### src/rtl/sram_burst_ctrl.sv
// ADSC#-initiated single/4-beat burst controller for a pipelined DCD sync-burst SRAM.
// Tracks read latency with a tag pipe and inserts read->write bus turnaround.
module sram_burst_ctrl #(
    parameter int ADDR_W     = 18,
    parameter int DATA_W     = 36,
    parameter int RD_LAT     = 3,
    parameter int BURST_MODE = 0
) (
    input  logic              clk,
    input  logic              rst_,
    input  logic              req_valid,
    output logic              req_ready,
    input  logic              req_write,
    input  logic              req_burst,
    input  logic [ADDR_W-1:0] req_addr,
    input  logic [3:0]        req_be,
    output logic              wr_ready,
    input  logic [DATA_W-1:0] wr_data,
    output logic              rd_valid,
    output logic [DATA_W-1:0] rd_data,
    output logic              rd_last,
    output logic [ADDR_W-1:0] sram_addr,
    output logic              sram_adsc_,
    output logic              sram_adsp_,
    output logic              sram_adv_,
    output logic              sram_ce_,
    output logic              sram_ce2,
    output logic              sram_ce2_,
    output logic              sram_bwe_,
    output logic              sram_gw_,
    output logic [3:0]        sram_bw_,
    output logic              sram_oe_,
    output logic              sram_mode,
    output logic              sram_zz,
    output logic [DATA_W-1:0] sram_dq_out,
    output logic              sram_dq_oe,
    input  logic [DATA_W-1:0] sram_dq_in
);

    typedef enum logic [1:0] {IDLE, RD, WAIT_RD, WR} state_t;

    state_t            state_q, state_d;
    logic [1:0]        cnt_q, cnt_d;
    logic [RD_LAT:0]   tag_v_q, tag_l_q;
    logic [ADDR_W-1:0] wr_addr_q;
    logic [3:0]        wr_be_q;
    logic              wr_burst_q;

    logic [ADDR_W-1:0] addr_d;
    logic              ce_d, adsc_d, adv_d, bwe_d;
    logic [3:0]        bw_d;
    logic              wr_ready_d, req_ready_d;
    logic              push_v, push_l, hold_ld;
    logic              inflight;

    assign inflight   = |tag_v_q;
    assign sram_adsp_ = 1'b1;
    assign sram_ce2   = 1'b1;
    assign sram_ce2_  = 1'b0;
    assign sram_gw_   = 1'b1;
    assign sram_zz    = 1'b0;
    assign sram_mode  = (BURST_MODE != 0);

    always_comb begin
        state_d    = state_q;
        cnt_d      = cnt_q;
        addr_d     = sram_addr;
        ce_d       = 1'b1;
        adsc_d     = 1'b1;
        adv_d      = 1'b1;
        bwe_d      = 1'b1;
        bw_d       = 4'hF;
        wr_ready_d = 1'b0;
        push_v     = 1'b0;
        push_l     = 1'b0;
        hold_ld    = 1'b0;
        unique case (state_q)
            IDLE: begin
                if (req_valid && req_ready) begin
                    hold_ld = req_write;
                    cnt_d   = 2'd0;
                    unique case (1'b1)
                        !req_write: begin
                            ce_d   = 1'b0;
                            adsc_d = 1'b0;
                            addr_d = req_addr;
                            push_v = 1'b1;
                            push_l = !req_burst;
                            if (req_burst) state_d = RD;
                        end
                        req_write && inflight: state_d = WAIT_RD;
                        req_write && !inflight: begin
                            ce_d       = 1'b0;
                            adsc_d     = 1'b0;
                            addr_d     = req_addr;
                            bwe_d      = 1'b0;
                            bw_d       = ~req_be;
                            wr_ready_d = 1'b1;
                            state_d    = WR;
                        end
                        default: begin
                        end
                    endcase
                end
            end
            RD: begin
                adv_d  = 1'b0;
                push_v = 1'b1;
                cnt_d  = cnt_q + 2'd1;
                if (cnt_q == 2'd2) begin
                    push_l  = 1'b1;
                    state_d = IDLE;
                end
            end
            WAIT_RD: begin
                // one full cycle of oe_ high before the write address goes out
                if (!inflight && sram_oe_) begin
                    ce_d       = 1'b0;
                    adsc_d     = 1'b0;
                    addr_d     = wr_addr_q;
                    bwe_d      = 1'b0;
                    bw_d       = ~wr_be_q;
                    wr_ready_d = 1'b1;
                    cnt_d      = 2'd0;
                    state_d    = WR;
                end
            end
            WR: begin
                if (wr_burst_q && cnt_q != 2'd3) begin
                    adv_d      = 1'b0;
                    bwe_d      = 1'b0;
                    bw_d       = ~wr_be_q;
                    wr_ready_d = 1'b1;
                    cnt_d      = cnt_q + 2'd1;
                end else begin
                    state_d = IDLE;
                end
            end
            default: state_d = IDLE;
        endcase
        req_ready_d = (state_d == IDLE);
    end

    always_ff @(posedge clk) begin
        if (!rst_) begin
            state_q     <= IDLE;
            cnt_q       <= 2'd0;
            tag_v_q     <= '0;
            tag_l_q     <= '0;
            wr_addr_q   <= '0;
            wr_be_q     <= 4'h0;
            wr_burst_q  <= 1'b0;
            req_ready   <= 1'b0;
            wr_ready    <= 1'b0;
            rd_valid    <= 1'b0;
            rd_last     <= 1'b0;
            rd_data     <= '0;
            sram_addr   <= '0;
            sram_adsc_  <= 1'b1;
            sram_adv_   <= 1'b1;
            sram_ce_    <= 1'b1;
            sram_bwe_   <= 1'b1;
            sram_bw_    <= 4'hF;
            sram_oe_    <= 1'b1;
            sram_dq_out <= '0;
            sram_dq_oe  <= 1'b0;
        end else begin
            state_q    <= state_d;
            cnt_q      <= cnt_d;
            tag_v_q    <= {tag_v_q[RD_LAT-1:0], push_v};
            tag_l_q    <= {tag_l_q[RD_LAT-1:0], push_l};
            if (hold_ld) begin
                wr_addr_q  <= req_addr;
                wr_be_q    <= req_be;
                wr_burst_q <= req_burst;
            end
            req_ready  <= req_ready_d;
            wr_ready   <= wr_ready_d;
            rd_valid   <= tag_v_q[RD_LAT];
            rd_last    <= tag_l_q[RD_LAT];
            if (tag_v_q[RD_LAT]) rd_data <= sram_dq_in;
            sram_addr  <= addr_d;
            sram_adsc_ <= adsc_d;
            sram_adv_  <= adv_d;
            sram_ce_   <= ce_d;
            sram_bwe_  <= bwe_d;
            sram_bw_   <= bw_d;
            // low whenever the next tag pipe still holds a read
            sram_oe_   <= ~|{tag_v_q[RD_LAT-1:0], push_v};
            sram_dq_oe <= wr_ready;
            if (wr_ready) sram_dq_out <= wr_data;
        end
    end

endmodule
### config.mk
export PLATFORM = sky130hd
export DESIGN_NAME = sram_burst_ctrl
export DESIGN_NICKNAME = d
export VERILOG_FILES = /design/src/rtl/sram_burst_ctrl.sv
export SDC_FILE = /design/constraint.sdc
export NUM_CORES = 1
export LEC_CHECK = 0
export ABC_AREA = 0
export BUFFER_PORTS_ARGS = -buffer_cell sky130_fd_sc_hd__buf_2
export CAP_MARGIN = 5
export CORE_MARGIN = 3
export CORE_UTILIZATION = 49
export DETAILED_ROUTE_END_ITERATION = 10
export GPL_TIMING_DRIVEN = 1
export PLACE_DENSITY = 0.8
export SKIP_CTS_REPAIR_TIMING = 1
export SYNTH_ARGS = -nofsm -noshare
export SYNTH_HDL_FRONTEND = slang
export SYNTH_SLANG_ARGS = --single-unit
### constraint.sdc
create_clock -name clk -period 2 [get_ports clk]
set_clock_uncertainty 0.05 [all_clocks]
set_input_delay 0.6 -clock clk [delete_from_list [all_inputs] [get_ports clk]]
set_output_delay 0.6 -clock clk [all_outputs]
set_load 0.02 [all_outputs]
=== Word-level counts from Yosys, hierarchy flattened ===
Cells that the tools add are included.

* Add/subtract/negate cells: 1
* Equal/unequal tests: 9
* Multiplexer cells: 44
* Bitwise operators: 2
* Reductions and logical operators: 17

{| class="wikitable"
|+ Operators with widths
! kind !! number
|-
| two-way mux 18 bit || 3
|-
| one-hot mux 18 bit (2 select lines) || 1
|-
| two-way mux 2 bit || 9
|-
| two-way mux 1 bit || 17
|-
| two-way mux 4 bit || 4
|-
| one-hot mux 2 bit (4 select lines) || 2
|-
| one-hot mux 4 bit (3 select lines) || 1
|-
| != test 2 bit, second input constant || 5
|-
| inverter 4 bit || 2
|-
| one-hot mux 1 bit (2 select lines) || 4
|-
| OR reduction 4 bit || 2
|-
| == test 2 bit, second input constant || 3
|-
| one-hot mux 1 bit (3 select lines) || 2
|-
| one-hot mux 2 bit (3 select lines) || 1
|-
| logical AND 1 bit || 5
|-
| zero test 1 bit || 4
|-
| zero test 2 bit || 2
|-
| AND reduction 4 bit || 1
|-
| AND reduction 3 bit || 1
|-
| adder 2 x 1 -> 2 bit, second input constant || 1
|-
| == test 2 x 1 -> 1 bit, second input constant || 1
|-
| nonzero test 2 bit || 1
|-
| OR reduction 2 bit || 1
|}

* Register bits after elaboration: 138
* Output and inout port bits: 110
* Logic and storage cells: 93

=== Logic depth before layout (Yosys ltp) ===
* Depth in word-level cells: 7
* Gate-level depth with buffers: 8
* Depth with buffers taken out: 5

=== Least setup slack after synthesis ===
OpenSTA, ideal clock, no wires.

* Path type: register to register
* Start point: reg state_q[1]
* End point: reg sram_addr[17]
* Library setup time: 0.116 ns
* Data arrival time: 1.532 ns
* Data required time: 1.834 ns
* Setup slack: 0.302 ns
* Cell stages (with the launch flop): 8
* Path buffers: 3
* Clock period less this slack: 1.698 ns
* Path through: dfxtp_1 -> clkbuf_1 -> or2_1 -> buf_6 -> o32ai_4 -> buf_6 -> nand2_1 -> o211a_1

* Cells in the longest elaborated chain, start to end: 3

{| class="wikitable"
|+ Ends and longest elaborated chain
! item !! line !! source
|-
| start, declared || 42 || <nowiki>state_t state_q, state_d;</nowiki>
|-
| start signal, assigned || 168 || <nowiki>state_q <= state_d;</nowiki>
|-
| == test 2 bit / zero test 2 bit (equally long branches) || 77 || <nowiki>unique case (state_q)</nowiki>
|-
| != test 2 bit (no source line) / nonzero test 2 bit (equally long branches) || - ||
|-
| AND reduction 4 bit (no source line) || - ||
|-
| end signal, assigned || 182 || <nowiki>sram_addr <= addr_d;</nowiki>
|-
| end, declared || 22 || <nowiki>output logic [ADDR_W-1:0] sram_addr,</nowiki>
|}

Parallel ways exist; a longest one is shown, timed or not.
A chain may end at the register's enable or synchronous reset.

=== Final worst setup path ===
* Start point: reg state_q[1]
* End point: reg wr_addr_q[9]

* Cells in the longest elaborated chain, start to end: 2

{| class="wikitable"
|+ Ends and longest elaborated chain
! item !! line !! source
|-
| zero test 2 bit || 77 ||
|-
| two-way mux 1 bit || 77 ||
|-
| end signal, assigned || 173 || <nowiki>wr_addr_q <= req_addr;</nowiki>
|-
| end, declared || 45 || <nowiki>logic [ADDR_W-1:0] wr_addr_q;</nowiki>
|}

Every way passes these cells.

==> metrics.md <==
| Metric | Value |
|---|---|
| Post-synth top area cell | dfxtp_1 |
| Ant diodes | 0 |
| Max Fclk | around 0.55 GHz |
| Max-cap violations | 0 |
| Kind of critical path | reg2reg |
| Min-delay worst type | in2reg |
| Max clock buf depth | 2 |
| Clock Root Buffer | clkbuf_8 |
| TritonCTS clock tree | built |
| Total power | 0.007296 W |
| IO Pins | roughly 210 |
| Via Count | ~4300 |
| Htree depth | 4 |
| Status | completed |
| Primary FF master, synth | dfxtp_1 |
| Post-synthesis cell type count | 40 |
| EDFF count, synth | 0 |
| Ratio of cells with drive above 1 in the final layout | 0.3459 |
| Register area share after synthesis | 0.5140 |
| Max-slew violations | 0 |
| Setup_tns | 0 ns |
| Top fanout value on the critical path | 23 |
| FFs w/ async S/R, synth | 0 |
| Startpoint class of the critical path | flop |
| Slew @ Worst Pin | 0.8299 ns |
| Crit end category | flop |
| Clock-pin slew on the worst setup and hold paths | 0.06 ns |
| Rows | 37 |
| DRC violations left | 0 |
| First-pass GRT wire length | approximately 20 mm |
| Die area | 12260 sq um |
| Final cell count without fillers | 853 |
| Total grt overflow | 0 |
| Worst vdd ir | between 0.5 and 0.6 mV |
| Clock Latency Late Sink | just over 0.5 ns |
| R2R Setup Slk | around 0.20 ns |
| Drt pass-1 iters | 4 |
| Synth-to-layout area growth | 31.40% |
| Antenna violations before repair | 0 |
| Port buffer count | about 200 |
| FF-to-FF End | wr_addr_q[9] |
| Post-DP HPWL | 8.813 mm |
| HP Start | req_be[0] |
| DR iter-0 viols | between 150 and 200 |
| Top post-synthesis cells by area | dfxtp_1 51%, mux2i_1 17%, nor2b_1 8.6% |
| Routed WL | 12.32 mm |
| ANT nets after route | 0 |
| Number of fill cells in the layout | between 800 and 900 |
| Slew margin rel. | 0.4467 |
| RSZ-0062 raised after global routing | false |
| Critical Path RT | 2.38 ns |
| Tot GR Track Use | 0.1996 |
| Final worst-path cycle share | 0.9024 |
| Initial Utilization | 0.5115 |
| Final hold violation count | 0 |
| Placed Cells incl. Taps | between 800 and 900 |
| Worst path arrival time | 2.18 ns |
| Min-Delay Path Depth | 2 |
| Fin crit period | roughly 1.8 ns |
| Total CTS buffers | 17 |
| Power per Cell Area | around 1000 nW/um^2 |
| Hold WS | approximately 0.28 ns |
| Synth warn | 0 |
| Wire length per cell | between 10 and 15 um |
| Vias per cell | approximately 5 |
| Die width | 110.7 um |
| # setup viols final | 0 |
| Die Y | between 100 and 150 um |
| Core area | 10510 sq um |
| #FFs+latches synth | between 100 and 150 |
| Reg-to-Reg Start | state_q[1] |
| Gp weighted congestion | ~0.86 |
| Post-Syn Area | around 5400 sq um |
| Largest net degree at the start of global routing | between 50 and 60 |
| Hold Path End | sram_bw_[0] |
| Syn_area_per_cell | about 10 sq um |
| # clock sinks | around 140 |
| Vias in the first global route | about 4200 |
| Leak | 3.143 nW |
| Yosys top cell area share | 0.5140 |
| Post-synthesis cell count | roughly 500 |
| Fin nets | about 800 |
| Reg2Reg Depth | 4 |
## cell usage after synthesis, drive strengths merged, types with 2 or more instances
| cell | count |
|---|---|
| nand2 | 70 |
| o21ai | 3 |
| or2 | 2 |
| o221ai | 4 |
| nor2b | 74 |
| ha | 2 |
| o21a | 2 |
| o211a | 18 |
| a21oi | 3 |
| nand2b | 2 |
| conb | 2 |
| dfxtp | 138 |
| mux2i | 90 |
| and3 | 2 |
| inv | 3 |
| buf | 25 |
| a21boi | 25 |
| nor2 | 5 |
| clkbuf | 17 |
| and2 | 11 |
## metrics by stage
| stage | util | area (sq um) | setup slack (ns) |
|---|---|---|---|
| final | 0.6721 | 7063 | 0.1951 |
| after global placement | 0.6138 | 6450 | 0.1320 |
| after detailed placement | 0.6138 | 6450 | 0.07372 |
| after floorplan | - | 5390 | 0.3018 |
| after global routing | 0.6721 | 7063 | 0.1035 |
| after CTS | 0.6721 | 7063 | 0.1956 |
## worst max-delay path, stage by stage, from the launching register on
cell	delay, ns
dfxtp_1	0.38
or2_1	0.28
or2_1	0.69
nand2_1	0.11
a21boi_1	0.21
## state kept, by name (all words and copies together), names as in the netlist, 2 cells and up
name,flops
rd_data,36
sram_dq_out,36
cnt_q,2
state_q,2
sram_addr,18
sram_bw_,4
wr_be_q,4
tag_l_q,4
wr_addr_q,18
tag_v_q,4
## where the power goes
part | switching, W | total, W | internal (W)
Combinational | 0.000614 | 0.00107 | 0.000454
Clock | 0.00111 | 0.00320 | 0.00208
Sequential | 0.0000974 | 0.00303 | 0.00293
## kinds of logic (layout without fill, tap and decap cells)
family / Yosys count / after routing / share of synthesized area
AOI/OAI and AO/OA: 61 / 61 / 0.09823
adders and majority gates: 2 / 2 / 0.004655
buffers and inverters: 45 / 246 / 0.04516
DFF: 138 / 138 / 0.5140
muxes: 90 / 90 / 0.1676
other: 2 / 6 / 0.001397
and+or+nand+nor: 174 / 174 / 0.1690
## layout make-up
class                      count  area [sq um]  area share
multi-input combinational    333          2385      0.3376
sequential                   138          2765      0.3915
clock inverter                10         167.7     0.02374
tap                          136         170.2     0.02409
timing repair buffer         213          1119      0.1584
inverter                       3         11.26    0.001594
clock buffer                  20         445.4     0.06306
## worst max path at each step
stage	start	to	slack, ns	depth (start not counted)
2_1_floorplan	state_q[1]	sram_addr[17]	0.30	7
3_3_place_gp	req_write	wr_addr_q[10]	0.13	5
3_5_place_dp	req_write	wr_addr_q[11]	0.07	5
4_1_cts	req_ready	req_ready	0.20	1
5_1_grt	state_q[1]	wr_be_q[2]	0.10	4
6_report	state_q[1]	wr_addr_q[9]	0.20	4
## placed cells by master (no fill, tap or decap), drive strengths merged, types with 3 or more instances in the layout
master | netlist | final
nor2b | 74 | 74
bufinv | 0 | 4
o21ai | 3 | 3
nor2 | 5 | 5
mux2i | 90 | 90
a21boi | 25 | 25
dfxtp | 138 | 138
buf | 25 | 213
clkinv | 0 | 4
nand2 | 70 | 70
a21oi | 3 | 3
o221ai | 4 | 4
clkbuf | 17 | 20
o211a | 18 | 18
and2 | 11 | 11
inv | 3 | 4
conb | 2 | 6
## per-layer routing
layer  share of wire  routed length (um)  vias to the layer above  GRT usage
met1            0.41                5014                     1968     0.2254
met5               0                   0                        -          0
li1                -                   -                     2100          -
met3           0.066                 812                       32    0.06987
met2            0.50                6145                      153     0.3358
met4           0.028                 348                        0    0.09606
Power figures use the tool's default switching activity.
